--- src/rtl/slb_pkg.sv ---
// Shared types and default parameters for the sliding-line-buffer window controller.
package slb_pkg;

  localparam int SLB_CNT_W  = 5;
  localparam int SLB_K      = 2;
  localparam int SLB_STRIDE = 2;

  typedef enum logic [1:0] {
    IDLE = 2'd0,
    FILL = 2'd1,
    RUN  = 2'd2,
    DONE = 2'd3
  } slb_state_t;

endpackage

--- src/rtl/slb_wrap_counter.sv ---
// Up-counter with enable and clear that wraps to zero at a runtime limit.
// The wrap flag marks an enabled count that sits on the limit.
module slb_wrap_counter
  import slb_pkg::*;
#(
  parameter int CNT_W = SLB_CNT_W
) (
  input  logic             clk,
  input  logic             rst,
  input  logic             en,
  input  logic             clr,
  input  logic [CNT_W-1:0] limit,
  output logic [CNT_W-1:0] count,
  output logic             wrap
);

  localparam logic [CNT_W-1:0] ONE = CNT_W'(1);

  logic [CNT_W-1:0] count_q;
  logic [CNT_W-1:0] count_d;
  logic             at_limit;

  assign at_limit = (count_q == limit);
  assign wrap     = en & at_limit;
  assign count    = count_q;

  always_comb begin
    count_d = count_q;
    if (clr) begin
      count_d = '0;
    end else if (en) begin
      if (at_limit) begin
        count_d = '0;
      end else begin
        count_d = count_q + ONE;
      end
    end else begin
      count_d = count_q;
    end
  end

  always_ff @(posedge clk or posedge rst) begin
    if (rst) begin
      count_q <= '0;
    end else begin
      count_q <= count_d;
    end
  end

endmodule

--- src/rtl/slb_window_counter.sv ---
// Frame-aware position and window controller for the maxpooling sliding line buffer.
// Tracks column/row of accepted pixels and flags stride-aligned KxK window completion.
module slb_window_counter
  import slb_pkg::*;
#(
  parameter int CNT_W  = SLB_CNT_W,
  parameter int K      = SLB_K,
  parameter int STRIDE = SLB_STRIDE
) (
  input  logic             clk,
  input  logic             rst,
  input  logic             start,
  input  logic [CNT_W-1:0] img_w,
  input  logic [CNT_W-1:0] img_h,
  input  logic             pix_valid,
  output logic [CNT_W-1:0] col,
  output logic [CNT_W-1:0] row,
  output logic             win_valid,
  output logic             line_end,
  output logic             frame_done,
  output logic             busy
);

  localparam int PH_W = (STRIDE > 1) ? $clog2(STRIDE) : 1;
  localparam int FILL_LAST_ROW = (K >= 2) ? (K - 2) : 0;
  localparam logic [CNT_W-1:0] K_C   = CNT_W'(K);
  localparam logic [CNT_W-1:0] KM1_C = CNT_W'(K - 1);
  localparam logic [CNT_W-1:0] KM2_C = CNT_W'(FILL_LAST_ROW);
  localparam logic [CNT_W-1:0] ONE_C = CNT_W'(1);
  localparam logic [PH_W-1:0]  PH_LAST = PH_W'(STRIDE - 1);
  localparam logic [PH_W-1:0]  PH_ONE  = PH_W'(1);

  slb_state_t       state_q, state_d;
  logic [CNT_W-1:0] img_w_q, img_w_d;
  logic [CNT_W-1:0] img_h_q, img_h_d;
  logic [PH_W-1:0]  col_ph_q, col_ph_d;
  logic [PH_W-1:0]  row_ph_q, row_ph_d;
  logic             frame_done_q, frame_done_d;

  logic             start_acc;
  logic             size_bad;
  logic             busy_s;
  logic             acc;
  logic [CNT_W-1:0] col_s, row_s;
  logic             col_wrap, row_wrap;
  logic             last_pix;

  assign start_acc = start & (state_q == IDLE);
  assign size_bad  = (img_w < K_C) | (img_h < K_C);
  assign busy_s    = (state_q == FILL) | (state_q == RUN);
  assign acc       = pix_valid & busy_s;
  assign last_pix  = col_wrap & row_wrap;

  slb_wrap_counter #(.CNT_W(CNT_W)) u_col_cnt (
    .clk   (clk),
    .rst   (rst),
    .en    (acc),
    .clr   (start_acc),
    .limit (img_w_q - ONE_C),
    .count (col_s),
    .wrap  (col_wrap)
  );

  slb_wrap_counter #(.CNT_W(CNT_W)) u_row_cnt (
    .clk   (clk),
    .rst   (rst),
    .en    (col_wrap),
    .clr   (start_acc),
    .limit (img_h_q - ONE_C),
    .count (row_s),
    .wrap  (row_wrap)
  );

  // Phases hold at 0 until their counter reaches K-1, then count modulo STRIDE.
  always_comb begin
    img_w_d  = img_w_q;
    img_h_d  = img_h_q;
    col_ph_d = col_ph_q;
    row_ph_d = row_ph_q;
    if (start_acc) begin
      img_w_d  = img_w;
      img_h_d  = img_h;
      col_ph_d = '0;
      row_ph_d = '0;
    end else if (acc) begin
      if (col_wrap || (col_s < KM1_C)) begin
        col_ph_d = '0;
      end else if (col_ph_q == PH_LAST) begin
        col_ph_d = '0;
      end else begin
        col_ph_d = col_ph_q + PH_ONE;
      end
      if (!col_wrap) begin
        row_ph_d = row_ph_q;
      end else if (row_wrap || (row_s < KM1_C)) begin
        row_ph_d = '0;
      end else if (row_ph_q == PH_LAST) begin
        row_ph_d = '0;
      end else begin
        row_ph_d = row_ph_q + PH_ONE;
      end
    end else begin
      col_ph_d = col_ph_q;
      row_ph_d = row_ph_q;
    end
  end

  always_comb begin
    state_d = state_q;
    case (state_q)
      IDLE: begin
        if (!start_acc) begin
          state_d = IDLE;
        end else if (size_bad) begin
          state_d = DONE;
        end else if (K == 1) begin
          state_d = RUN;
        end else begin
          state_d = FILL;
        end
      end
      FILL: begin
        if (col_wrap && (row_s == KM2_C)) begin
          state_d = RUN;
        end else begin
          state_d = FILL;
        end
      end
      RUN: begin
        if (last_pix) begin
          state_d = DONE;
        end else begin
          state_d = RUN;
        end
      end
      DONE:    state_d = IDLE;
      default: state_d = IDLE;
    endcase
  end

  assign frame_done_d = (state_d == DONE);

  always_ff @(posedge clk or posedge rst) begin
    if (rst) begin
      state_q      <= IDLE;
      img_w_q      <= '0;
      img_h_q      <= '0;
      col_ph_q     <= '0;
      row_ph_q     <= '0;
      frame_done_q <= 1'b0;
    end else begin
      state_q      <= state_d;
      img_w_q      <= img_w_d;
      img_h_q      <= img_h_d;
      col_ph_q     <= col_ph_d;
      row_ph_q     <= row_ph_d;
      frame_done_q <= frame_done_d;
    end
  end

  always_comb begin
    busy       = busy_s;
    line_end   = col_wrap;
    frame_done = frame_done_q;
    col        = col_s;
    row        = row_s;
    if ((state_q == RUN) && (row_s >= KM1_C) && (col_s >= KM1_C) &&
        (col_ph_q == '0) && (row_ph_q == '0)) begin
      win_valid = acc;
    end else begin
      win_valid = 1'b0;
    end
  end

endmodule

--- config.mk ---
export PLATFORM = sky130hd
export DESIGN_NAME = slb_window_counter
export DESIGN_NICKNAME = d
export VERILOG_FILES = /design/src/rtl/slb_pkg.sv /design/src/rtl/slb_wrap_counter.sv /design/src/rtl/slb_window_counter.sv
export SDC_FILE = /design/constraint.sdc
export NUM_CORES = 1
export LEC_CHECK = 0
export ABC_AREA = 1
export CAP_MARGIN = 10
export CORE_MARGIN = 2
export CORE_UTILIZATION = 40
export CTS_CLUSTER_DIAMETER = 30
export DETAILED_ROUTE_END_ITERATION = 10
export PLACE_DENSITY = 0.69
export SLEW_MARGIN = 20
export SYNTH_ARGS = -nofsm -noshare
export SYNTH_HDL_FRONTEND = slang
export SYNTH_SLANG_ARGS = --single-unit
--- constraint.sdc ---
create_clock -name clk -period 2.7 [get_ports clk]
set_input_delay 0.27 -clock clk [delete_from_list [all_inputs] [get_ports clk]]
set_output_delay 0.27 -clock clk [all_outputs]
set_load 0.01 [all_outputs]
### Word level (Yosys, flattened, before mapping)

Cells that the tools add are included.

* bits in registers: 25
* bits of input ports: 14
* output and inout port bits: 14
* logic and storage cells: 68

* add/sub/neg operators: 6
* $lt $le $gt $ge: 6
* equal/unequal tests: 6
* muxes and demuxes: 21
* bitwise gates (word level): 9
* reductions and logical operators: 12

Operators by type and width (count)
* 2-to-1 mux 5 bit: 6
* 2-to-1 mux 1 bit: 11
* adder 5 x 1 -> 5 bit (second input constant): 2
* == test 5 bit: 2
* >= comparator 5 x 1 -> 1 bit (second input constant): 2
* < comparator 5 x 1 -> 1 bit (second input constant): 2
* < comparator 5 x 2 -> 1 bit (second input constant): 2
* subtractor 5 x 1 -> 5 bit (second input constant): 2
* one-hot mux 2 bit (4 select lines): 1
* == test 2 bit (second input constant): 3
* 2-to-1 mux 2 bit: 3
* bitwise AND 1 bit: 5
* logical AND 1 bit: 5
* zero test 5 bit: 1
* nonzero test 2 bit: 2
* adder 1 bit (second input constant): 2
* == test 2 x 1 -> 1 bit (second input constant): 1
* zero test 2 bit: 1
* logical OR 1 bit: 2
* NOT 1 bit: 2
* bitwise OR 1 bit: 2
* AND reduction 2 bit: 1

### Logic depth before layout (Yosys ltp)

Gate-level depths: netlist of the first run.

* depth after elaboration: 10
* mapped depth: 16
* mapped depth without buffers: 16

### Cells and area by module

A second synthesis of the first run with hierarchy kept.

* cells, all modules: 221
* area, all modules: 1626.6 µm²

Modules (own cells, without submodules)
* slb_window_counter: instances 1, cells an instance 117, area an instance 920.9 µm², sequential area each 375.4 µm²
* slb_wrap_counter: instances 2, cells an instance 52, area an instance 352.8 µm², sequential area each 125.1 µm²

### Least setup slack after synthesis of the first run

No wires, ideal clock.

* path kind: reg2reg
* from: register img_w_q[0]
* to: register u_row_cnt.count_q[1] (netlist: u_row_cnt.count[1])
* setup time: 0.127 ns
* arrival time: 1.492 ns
* data required time: 2.573 ns
* setup slack: 1.081 ns
* cell stages (with the launch flop): 13
* path buffers: 0
* clock period less this slack: 1.619 ns
* cell sequence: dfrtp_1 inv_1 ha_1 nand2_1 nand2_1 nor2_2 nand2_1 nor2_2 nand2_2 nor2_4 nor2_1 inv_1 o22ai_1

* word-level cells in the longest chain between the ends: 4

Ends and longest elaborated chain
* start: declaration: RTL line slb_window_counter.sv:34 `logic [CNT_W-1:0] img_w_q, img_w_d;`
* start signal: assignment: RTL line slb_window_counter.sv:153 `img_w_q <= img_w_d;`
* subtractor 5 x 1 -> 5 bit: RTL line slb_window_counter.sv:59 `.limit (img_w_q - ONE_C),`
* == test 5 bit: RTL line slb_wrap_counter.sv:23 `assign at_limit = (count_q == limit);`
* bitwise AND 1 bit: RTL line slb_wrap_counter.sv:24 `assign wrap = en & at_limit;`
* via line_end: RTL line slb_window_counter.sv:19 `output logic line_end,`
* nonzero test 2 bit (no source line)
* end signal: assignment: RTL line slb_wrap_counter.sv:46 `count_q <= count_d;`
* end: declaration: RTL line slb_wrap_counter.sv:19 `logic [CNT_W-1:0] count_q;`

The timed path passes the listed nets, and every way through them passes these cells.
A chain may end at the register's enable or synchronous reset.

### Worst setup path after layout of the first run

* from: register img_w_q[0]
* to: output port line_end

* word-level cells in the longest chain between the ends: 3

Ends and longest elaborated chain (RTL line)
* subtractor 5 x 1 -> 5 bit: slb_window_counter.sv:59
* == test 5 bit: slb_wrap_counter.sv:23
* bitwise AND 1 bit: slb_wrap_counter.sv:24
* end: declaration: slb_window_counter.sv:19

Every way passes these cells.

==> flow_summary.yaml, run 1 <==
yosys:
  syn_inst: 233
  synth_ff_type: "dfrtp_1"
  synth_area_leaders: "dfrtp_1 (38%), nand2_1 (18%), inv_1 (9.2%)"
  syn_nets: 258
  yosysMostFrequentCell: "nand2_1"
  yosysTopAreaCellShare_pct: 38.2
  yosys_warnings: 0
  netlist-cell-type-count: 20
  post_synth.cell_area_avg_um2: 7.02
  async_reset_ff_share_pct: 100
  synth.largest_area_cell: "dfrtp_1"
  synth_top_cells_by_count: "nand2_1 (77), inv_1 (40), dfrtp_1 (25)"
  synth_seq_cells: 25
  synth_edf_count: 0
  yosysSeqAreaShare_pct: 38.2
  syn_area_um2: 1640
power:
  ir_drop_mv: 0.402
  p_seq_share_pct: 35.5
  totalPowerFinal_mw: 1.54
  powerDensity_nw_per_um2: 762
  swShare_pct: 44.3
  p_int_mw: 0.854
  p_switching_mw: 0.681
  pwr-share-comb_pct: 49.4
  leakagePower_nw: 1.02
  clkPwrFrac_pct: 15.1
cts:
  postCtsSetupBuffers: 0
  root_buffer: "clkbuf_8"
  htree_levels: 1
  insertion_delay_ns: 0.28
  cts.clk_slew.worst_paths_ns: 0.09
  clkSinkCount: 25
  max-clock-path-buffers: 2
  cts_hold_buffers: 0
  cts_tree: "built"
  cts_resized: 0
  numCtsBuffers: 3
worst_setup_path:
  critPathLaunchType: "register"
  critPathLaunch: "img_w_q[0]$_DFFE_PP0P_"
  cp_num_buf_inv: 2
  slowest_stage: "clkdlybuf4s50_1"
  crit_path_cell_trace: "inv_1 -> ha_1 -> nand2_1 -> nand2_1 -> nor2_2 -> nand2_1 -> nor2_2 -> nand2_2 -> nor2_4 -> clkdlybuf4s50_1"
  rr_worst_depth: 7
  critPathKind: "reg2out"
  critPathMaxStageDelay_ns: 0.54
  cpMostUsedCell: "nand2_1"
  required_ns: 2.43
  r2r_slack_ns: 0.75
  path_max_fanout: 4
  crit_end: "line_end"
  critPathTopFamily: "buffers and inverters"
  r2r-start: "state_q[0]$_DFF_PP0_"
  r2r-end: "u_row_cnt.count[4]$_DFFE_PP0P_"
  crit_path_end_kind: "output pin"
  crit_cells: 10
  arrival_ns: 2.18
timing:
  maxSlewViolCount: 0
  setup_viol: 0
  relSlewSlack_pct: 72.1
  hold_viol: 0
  period_share_pct: 90.8
  min_period_ns: 2.45
  tightest_slew_ns: 0.418
  clock_skew_ns: 0.00109
  fmaxAchievable_ghz: 0.408
  rsz0062_at_grt: "false"
  setup_tns_ns: 0
  whs_ns: 0.340
floorplan:
  die-area_um2: 4620
  io_pins: 28
  die_height_um: 68.0
  design.core.area_um2: 3970
  initial_core_util_pct: 41.2
  die_w_um: 68.0
  rows: 23
global_route:
  grt_pass1_wl_um: 6000
  track_usage_pct: 17.1
  grt_max_degree: 26
  overflow: 0
  grt_pass1_vias: 1371
  antenna_found_initial: 0
place:
  numPortBuffers: 27
  gp_congestion: 0.848
  dp_hpwl_um: 2660
  dp_cells: 309
drt:
  vias: 1501
  drc_errors: 0
  drtIter0Drc: 51
  drtPass1Iterations: 4
  detail_route.wl_per_cell_um: 11.1
  ant_nets: 0
  routed_via_density: 4.80
  finalWirelength_um: 3480
run_status:
  outcome: "completed"
finish:
  nNetsFinal: 289
  multi_input_area_um2: 842
  layout-drive-gt1-share_pct: 4.94
  stdcell_count: 313
  final_util_pct: 50.7
  antenna_cells: 0
  fillerInstances: 409
  register_area_um2: 626
  syn_to_final_growth_pct: 23.1
worst_hold_path:
  hp-class: "in2async"
flow_run:
  maxCapViolations: 0
cells in the final DEF, fill, tap and decap left out:
cell and n:
o41ai_1 1, o22ai_1 10, nor2_1 17, o21ai_0 11, o221ai_1 1, nor4_1 1
nor2_2 3, nor2_4 1, nand4_1 4, nor3_1 2, clkbuf_1 1, inv_1 40
nand2_1 77, ha_1 11, nand3_1 16, xnor2_1 2, dfrtp_1 25, clkbuf_8 3
nand2_2 2, buf_4 1, xor2_1 4, inv_2 3, clkdlybuf4s50_1 27
layout make-up:
cell class                 instances  area share [%]
clock buffer                       4            2.24
inverter                          43            8.01
multi-input combinational        163            41.8
sequential                        25            31.1
tap                               50            3.11
timing repair buffer              28            13.8
registers in the layout (all words and copies together), names as in the netlist:
register / cells
frame_done: 1
u_row_cnt.count: 5
u_col_cnt.count: 5
row_ph_q: 1
col_ph_q: 1
state_q: 2
img_w_q: 5
img_h_q: 5
power by group through the flow:
stage	Clock (mW)	Combinational, mW	Sequential, mW
after CTS	0.236	0.765	0.544
after detailed placement	0	0.758	0.551
after global placement	0	0.740	0.548
final	0.232	0.758	0.545
after floorplan	0	0.578	0.538
after global routing	0.255	0.880	0.562
metrics by stage:
step	setup WS, ns	cell area [µm²]
3_3_place_gp	0.602	1970
4_1_cts	0.239	2010
3_5_place_dp	0.555	1970
5_1_grt	0.0950	2010
2_1_floorplan	1.08	1640
6_report	0.247	2010
worst min path at each step:
stage / end / cells after the start / from / slack, ns
finish: u_col_cnt.count[1]$_DFFE_PP0N_ / 3 / rst / 0.34
global route: row_ph_q$_DFFE_PP0P_ / 3 / rst / 0.38
CTS: row_ph_q$_DFFE_PP0P_ / 3 / rst / 0.36
detailed placement: img_w_q[1]$_DFFE_PP0P_ / 2 / img_w_q[1]$_DFFE_PP0P_ / 0.48
global placement: img_w_q[1]$_DFFE_PP0P_ / 2 / img_w_q[1]$_DFFE_PP0P_ / 0.47
floorplan: col_ph_q$_DFFE_PP0N_ / 1 / rst / 0.30
worst reg2reg max path: stages (launching register included):
cell and delay [ns]:
dfrtp_1 0.36, inv_1 0.08, ha_1 0.20, nand2_1 0.29, inv_1 0.31, nor2_1 0.20
nand3_1 0.23, o22ai_1 0.22
kinds of logic after synthesis:
logic type,share of synthesized area [%]
AOI/OAI and AO/OA,8.26
xor gates and xnor gates,3.21
adders and majority gates,8.41
buffers and inverters,10.3
DFF,38.2
and+or+nand+nor,31.6
per-layer routing:
metal | GRT usage, % | vias to the layer above | part of all wire [%]
met4 | 6.00 | 0 | 1.7
met1 | 23.8 | 674 | 50
met2 | 27.8 | 30 | 45
li1 | - | 792 | -
met5 | 0 | - | 0
met3 | 1.48 | 5 | 3.3
No activity file was read; power rests on OpenSTA's default activity.
==> run 2: changes to the inputs <==
--- a/config.mk
+++ b/config.mk
@@ -10,6 +10,7 @@
 export CORE_MARGIN = 2
 export CORE_UTILIZATION = 40
 export CTS_CLUSTER_DIAMETER = 30
+export CTS_CLUSTER_SIZE = 16
 export DETAILED_ROUTE_END_ITERATION = 10
 export PLACE_DENSITY = 0.69
 export SLEW_MARGIN = 20
==> results of run 2 <==
The final DEF is identical to that of run 1; final timing and power are the same.
